File: config.mk
export PLATFORM = sky130hd
export DESIGN_NAME = forward_ctrl
export DESIGN_NICKNAME = d
export VERILOG_FILES = /design/src/rtl/forward_ctrl.sv
export SDC_FILE = /design/constraint.sdc
export NUM_CORES = 1
export LEC_CHECK = 0
export CORE_ASPECT_RATIO = 2
export CORE_MARGIN = 4
export CORE_UTILIZATION = 43
export CTS_CLUSTER_DIAMETER = 150
export DETAILED_ROUTE_END_ITERATION = 12
export PLACE_DENSITY = 0.83
export SLEW_MARGIN = 20
export SYNTH_ARGS = -nofsm -noshare
export SYNTH_HDL_FRONTEND = slang
export SYNTH_SLANG_ARGS = --single-unit
File: constraint.sdc
create_clock -name clk -period 2.2 [get_ports clk]
set_clock_uncertainty 0.2 [all_clocks]
set_input_delay 0.66 -clock clk [delete_from_list [all_inputs] [get_ports clk]]
set_output_delay 0.66 -clock clk [all_outputs]
set_load 0.03 [all_outputs]
File: src/rtl/forward_ctrl.sv
// Two-slot (MEM/WB) operand forwarding and load-use detection for an EX stage.
// Zero-latency fwd/stall outputs; no backpressure of its own, the controller holds via advance or bubbles via flush.
module forward_ctrl (
    input  logic        clk,
    input  logic        reset,
    input  logic        advance,
    input  logic        flush,
    input  logic [4:0]  rs_ex,
    input  logic [4:0]  rt_ex,
    input  logic [4:0]  rd_ex,
    input  logic        regwrite_ex,
    input  logic        memread_ex,
    input  logic [31:0] alu_ex,
    input  logic [31:0] mem_rdata,
    output logic [1:0]  fwd_a,
    output logic [1:0]  fwd_b,
    output logic [31:0] mem_data,
    output logic [31:0] wb_data,
    output logic        stall_req
);

    localparam logic [1:0] FWD_RF  = 2'b00;
    localparam logic [1:0] FWD_MEM = 2'b01;
    localparam logic [1:0] FWD_WB  = 2'b10;

    typedef struct packed {
        logic [4:0]  rd;
        logic        rw;
        logic        ld;
        logic [31:0] val;
    } mem_slot_t;

    typedef struct packed {
        logic [4:0]  rd;
        logic        rw;
        logic [31:0] val;
    } wb_slot_t;

    mem_slot_t mem_q;
    wb_slot_t  wb_q;

    always_ff @(posedge clk) begin
        if (reset) begin
            mem_q <= '0;
            wb_q  <= '0;
        end else if (advance) begin
            // A load's result arrives on mem_rdata in the cycle it sits in MEM.
            wb_q.rd  <= mem_q.rd;
            wb_q.rw  <= mem_q.rw;
            wb_q.val <= mem_q.ld ? mem_rdata : mem_q.val;
            if (flush) begin
                mem_q <= '0;
            end else begin
                mem_q.rd  <= rd_ex;
                mem_q.rw  <= regwrite_ex;
                mem_q.ld  <= memread_ex;
                mem_q.val <= alu_ex;
            end
        end
    end

    logic hit_m_a, hit_m_b, hit_w_a, hit_w_b;
    logic use_a, use_b;

    always_comb begin
        hit_m_a = mem_q.rw && (mem_q.rd != 5'd0) && (mem_q.rd == rs_ex);
        hit_m_b = mem_q.rw && (mem_q.rd != 5'd0) && (mem_q.rd == rt_ex);
        hit_w_a = wb_q.rw  && (wb_q.rd  != 5'd0) && (wb_q.rd  == rs_ex);
        hit_w_b = wb_q.rw  && (wb_q.rd  != 5'd0) && (wb_q.rd  == rt_ex);
        use_a   = hit_m_a && mem_q.ld;
        use_b   = hit_m_b && mem_q.ld;
    end

    // A pending load in MEM masks the older WB copy: the operand must wait.
    always_comb begin
        fwd_a = FWD_RF;
        if (hit_m_a) begin
            fwd_a = use_a ? FWD_RF : FWD_MEM;
        end else if (hit_w_a) begin
            fwd_a = FWD_WB;
        end
        fwd_b = FWD_RF;
        if (hit_m_b) begin
            fwd_b = use_b ? FWD_RF : FWD_MEM;
        end else if (hit_w_b) begin
            fwd_b = FWD_WB;
        end
    end

    assign stall_req = use_a || use_b;
    assign mem_data  = mem_q.val;
    assign wb_data   = wb_q.val;

endmodule

After elaboration in Yosys (flattened, before gate mapping)
Index checks and enable logic that the tools add are counted.
{"block": "op_classes", "eq_ne": 4, "n_mux": 8, "n_reduce_logical": 11}
{"cell": "$mux W39", "count": 1}
{"cell": "$mux W32", "count": 1}
{"cell": "$eq A5 B5 Y1", "count": 4}
{"cell": "$reduce_bool A5 Y1", "count": 2}
{"cell": "$logic_and A1 B1 Y1", "count": 8}
{"cell": "$mux W2", "count": 4}
{"cell": "$mux W1", "count": 2}
{"cell": "$logic_or A1 B1 Y1", "count": 1}
{"block": "word_totals", "reg_bits": 77, "inputBits": 85, "out_inout_bits": 69}

Depth between registers and ports, before layout
{"block": "depth", "ltp_word": 6, "ltp_mapped": 5, "depth_no_buf": 4}

Worst setup path after synthesis
Ideal clock, no wire load.
{"block": "synth_path", "path_kind": "input to output", "from": "in rt_ex[1]", "to": "out stall_req", "arrival_ps": 1884, "path_slack_ps": -544, "stages": 4, "path_buffers": 0, "cell_sequence": "xor2_1 -> nor3_1 -> nand3_1 -> a211oi_1"}
{"block": "synth_between", "elab_chain_cells": 4}
{"element": "start: declaration", "line_no": "9", "text": "input logic [4:0] rt_ex,"}
{"element": "$eq A5 B5 Y1", "line_no": "67", "text": "hit_m_b = mem_q.rw && (mem_q.rd != 5'd0) && (mem_q.rd == rt_ex);"}
{"element": "$logic_and A1 B1 Y1", "line_no": "67"}
{"element": "$logic_and A1 B1 Y1", "line_no": "71", "text": "use_b = hit_m_b && mem_q.ld;"}
{"element": "$logic_or A1 B1 Y1", "line_no": "90", "text": "assign stall_req = use_a || use_b;"}
{"element": "end: declaration", "line_no": "19", "text": "output logic stall_req"}
No other way between the ends.

Final worst setup path
{"block": "layout_path", "from": "reg mem_q[35] (netlist name)", "to": "out fwd_b[1]"}
{"block": "layout_between", "elab_chain_cells": 4}
{"element": "start: declaration", "line_no": "39", "text": "mem_slot_t mem_q;"}
{"element": "$reduce_bool A5 Y1", "line_no": "67"}
{"element": "$logic_and A1 B1 Y1", "line_no": "67"}
{"element": "$logic_and A1 B1 Y1 *", "line_no": "67"}
{"element": "$mux W2 *", "line_no": "83", "text": "if (hit_m_b) begin"}
{"element": "end: declaration", "line_no": "16", "text": "output logic [1:0] fwd_b,"}
Mark *: on every way between the ends. The rest lies on a longest branch, timed or not.

==> summary by stage <==
Worst setup path
The worst setup path is captured at an output port. The startpoint of the worst register-to-register path is mem_q[32]$_SDFFE_PP0P_. STA classifies the critical path startpoint as a flop. The endpoint identified for the worst register-to-register timing path is wb_data[7]$_SDFFE_PP0P_.

The number of cells on the worst reg-to-reg path is 3. In this run the worst path has a maximum fanout of 2. The setup path with the least slack is of type reg -> out. The setup slack on the worst flop-to-flop path is 0.49 ns. The data required time of the critical path is 1.34 ns.

STA puts the critical path data arrival time at 1.85 ns.

Detailed routing
The routed layout has 3,231 vias. The final wirelength is 10.7 mm. The number of detailed-route iterations in the first pass is 6.

Dividing the detail-routed wire length by the instance count gives 16.9 um. In the routed design, unresolved DRC markers number 0. The count of routing violations after the opening detailed-route iteration is 113. Dividing the detail-routed via count by the number of cells gives 5.11. The number of antenna-violating nets in the routed design is 0.

Floorplanning
The area of the die is 10,500 sq um. The number of primary I/O pins is 154. The chip height is 141 um.

The initial utilization of the core area, before any placement, comes to 0.439. The floorplan step defined a core boundary enclosing 8650 sq um. The number of rows created at floorplan is 48. The die is 74.4 um wide.

Synth
Summed over all instances, the cell type with the most area after synthesis is dfxtp_1. The net count of the mapped netlist is 516. The compound-gate portion of the synthesized area is 0.129.

The post-synthesis cell type count is 24. By area the synthesized netlist is led by dfxtp_1 41%, buf_4 13%, mux2i_1 10%. The per-instance average area after synthesis is 8.81 sq um. The Yosys step of the flow raised 0 warnings. Of the total synthesized cell area, the portion taken by AND, OR, NAND and NOR gates is 0.158. Counting every instance in the synthesized netlist gives 431. After synthesis, the largest family of logic cells by area is buffers and inverters. The sequential area share after synthesis is 0.406. Of the post-synthesis cell area, the dominant cell type holds 0.406. The cell area that synthesis handed to floorplanning was 3800 sq um. The portion of netlist area occupied by mux cells is 0.100. Of the total synthesized cell area, the portion taken by full adders, half adders and majority gates is 0. After synthesis the netlist holds a flip-flop and latch count of 77. The fraction of synthesized cell area in xor and xnor cells is 0.0461.

Global routing
The first-pass GRT wire length is 16.3 mm. The number of global-route vias before repair is 3,343. The total overflow left after global routing is 0. The pin count of the biggest net entering global routing is 111.

In the global route stage, overall resource usage came out at 0.205. The number of antenna violations at the first check in global routing is 1.

Power
IR analysis of the VDD net gives a maximum drop of 415 uV. The total power divided by cell area is 655 nW/um^2. The leakage power is 2.39 nW.

Timing
The maximum clock frequency is 369 MHz. For the finished layout, the period the worst path requires is 2.71 ns. Setup violations remaining at the end of the flow were counted as 5. Across all setup checks in the final design, the least slack found is -0.507 ns. At the pin with the least slew margin, the transition time is 0.590 ns. The max-slew headroom at the worst pin is 0.607. The part of the cycle the worst path needs is 1.23. Setup repair after global routing could not meet its margin everywhere. The count of final max-slew check failures is 0. The final count of hold timing violations is 0.

Clocking
The clock net in this run drives a total of 77 sinks. Clock-pin slew was measured on the worst setup and hold paths at 0.05 ns. The number of clock buffers added by TritonCTS is 9.

At the later pin of the worst-skew pair, clock insertion delay measures 0.33 ns. The CTS root buffer is clkbuf_16. The number of buffers on the longest clock path is 2. The H-tree was split into 3 levels.

The CTS tree is done.

Layout
The register area is 1550 sq um. The area growth from synthesis to final layout is 43.8%. The fraction of final layout cells with drive strength greater than 1 is 0.134.

Counting the fill cells in the layout gives 728. The final net count is 612. The final instance area is 5460 sq um. The multi-input combinational cells in the finished layout cover a total of 1750 sq um.

Place
The sum of net half-perimeters after detailed placement is 7.44 mm. Routability-driven placement finished with a final weighted congestion of 0.759. OpenSTA, run right after detailed placement, puts the worst setup slack at -1.22 ns. The placed standard-cell area is 5100 sq um. The number of port buffers is 153.

Worst hold path
The capture endpoint of the worst hold path is wb_data[21]$_SDFFE_PP0P_. The number of cells on the worst hold path is 2. The beginning of the worst hold path is wb_data[21]$_SDFFE_PP0P_. The worst hold path belongs to the class reg -> reg.

Status
The final reports fail on setup timing. The run finished, with violations left.

Job
The number of maximum-capacitance constraint violations is 0.
-- worst max path at each step --
stage | start | endpoint | slack, ns
after floorplan | rt_ex[1] | stall_req | -0.23
after global placement | rs_ex[1] | fwd_a[1] | -1.20
after detailed placement | rs_ex[1] | fwd_a[1] | -1.22
after CTS | rs_ex[4] | stall_req | -0.50
after global routing | mem_q[35]$_SDFFE_PP0P_ | fwd_b[1] | -0.56
final | mem_q[35]$_SDFFE_PP0P_ | fwd_b[1] | -0.51
-- cell type report --
class	count	area share
diodes	1	0.000458
clock buffers	11	0.0445
clock inverters	4	0.00894
inverters	1	0.000687
multi-input cells	261	0.321
flip-flops and latches	77	0.283
well taps	100	0.0229
repair buffers	177	0.318
-- layer usage --
metal,part of all wire,GRT usage,wire [um]
met5,0,0,0
met4,0.047,0.118,499
met3,0.047,0.0350,499
met2,0.56,0.378,6030
met1,0.34,0.204,3650
-- per-stage QoR --
step	instances	total power, W	setup TNS, ns	utilization	hold slack (ns)
3_3_place_gp	613	0.00218	-13.11	0.590	0.272
3_5_place_dp	613	0.00220	-14.26	0.590	0.279
5_1_grt	632	0.00373	-2.67	0.631	0.302
4_1_cts	630	0.00361	-2.27	0.625	0.284
2_1_floorplan	431	0.00193	-0.920	-	0.257
6_report	632	0.00358	-2.44	0.631	0.282
-- logic make-up (layout without fill, tap and decap cells) --
kind of cell,count (synthesis),in the layout
compound gates,76,76
buf+inv,94,193
mux,38,38
other cells,0,1
xor+xnor,20,20
simple gates,126,127
flops,77,77
-- state kept, by name (all words and copies together), names as in the netlist --
| name | flops |
|---|---|
| wb_q | 6 |
| mem_data | 32 |
| mem_q | 7 |
| wb_data | 32 |
-- cell usage after synthesis (all sizes together) --
cell / number
or4: 2
nor2b: 38
a21oi: 38
o21ai: 2
nor3: 4
a211oi: 33
nand2b: 1
nand3b: 1
xor2: 12
dfxtp: 77
mux2i: 38
clkbuf: 14
buf: 79
nand3: 2
a2bb2oi: 1
inv: 1
nor4: 2
xnor2: 8
nor2: 76
o2111a: 2
-- timing repair --
| item | in CTS | in global routing |
|---|---|---|
| endpoints found under the hold margin | 0 | 0 |
| gates cloned | 1 | 0 |
| hold buffers | 0 | 0 |
| pin swaps | 14 | 5 |
| setup endpoints to repair | 61 | 13 |
| setup buffers | 1 | 1 |
| gates resized for setup | 107 | 13 |
-- layout by cell type (no fill, tap or decap), types with 3 or more instances in the layout --
cell type,Yosys,final
dfxtp_2,0,3
nor2b_1,38,37
dlygate4sd2_1,0,59
dlymetal6s2s_1,0,8
xnor2_1,8,8
mux2i_1,38,38
clkdlybuf4s50_1,0,73
xor2_1,12,9
buf_12,0,6
buf_4,66,15
a211oi_1,33,32
xor2_2,0,3
clkbuf_16,0,9
dfxtp_1,77,74
buf_6,0,10
buf_2,8,4
a21oi_1,38,38
nor2_1,76,76
-- critical path: stages (launching register included) --
cell and delay, ns:
dfxtp_2 0.32, or4_4 0.57, o21ai_4 0.19, buf_6 0.13, o2111a_1 0.19, buf_6 0.13
-- power breakdown --
group / internal [W] / switching (W) / leakage [nW]
sequential: 0.00146 / 0.0000381 / 0.632
combinational: 0.000306 / 0.000337 / 1.61
clock: 0.000900 / 0.000533 / 0.145
(Power assumes the default switching activity.)
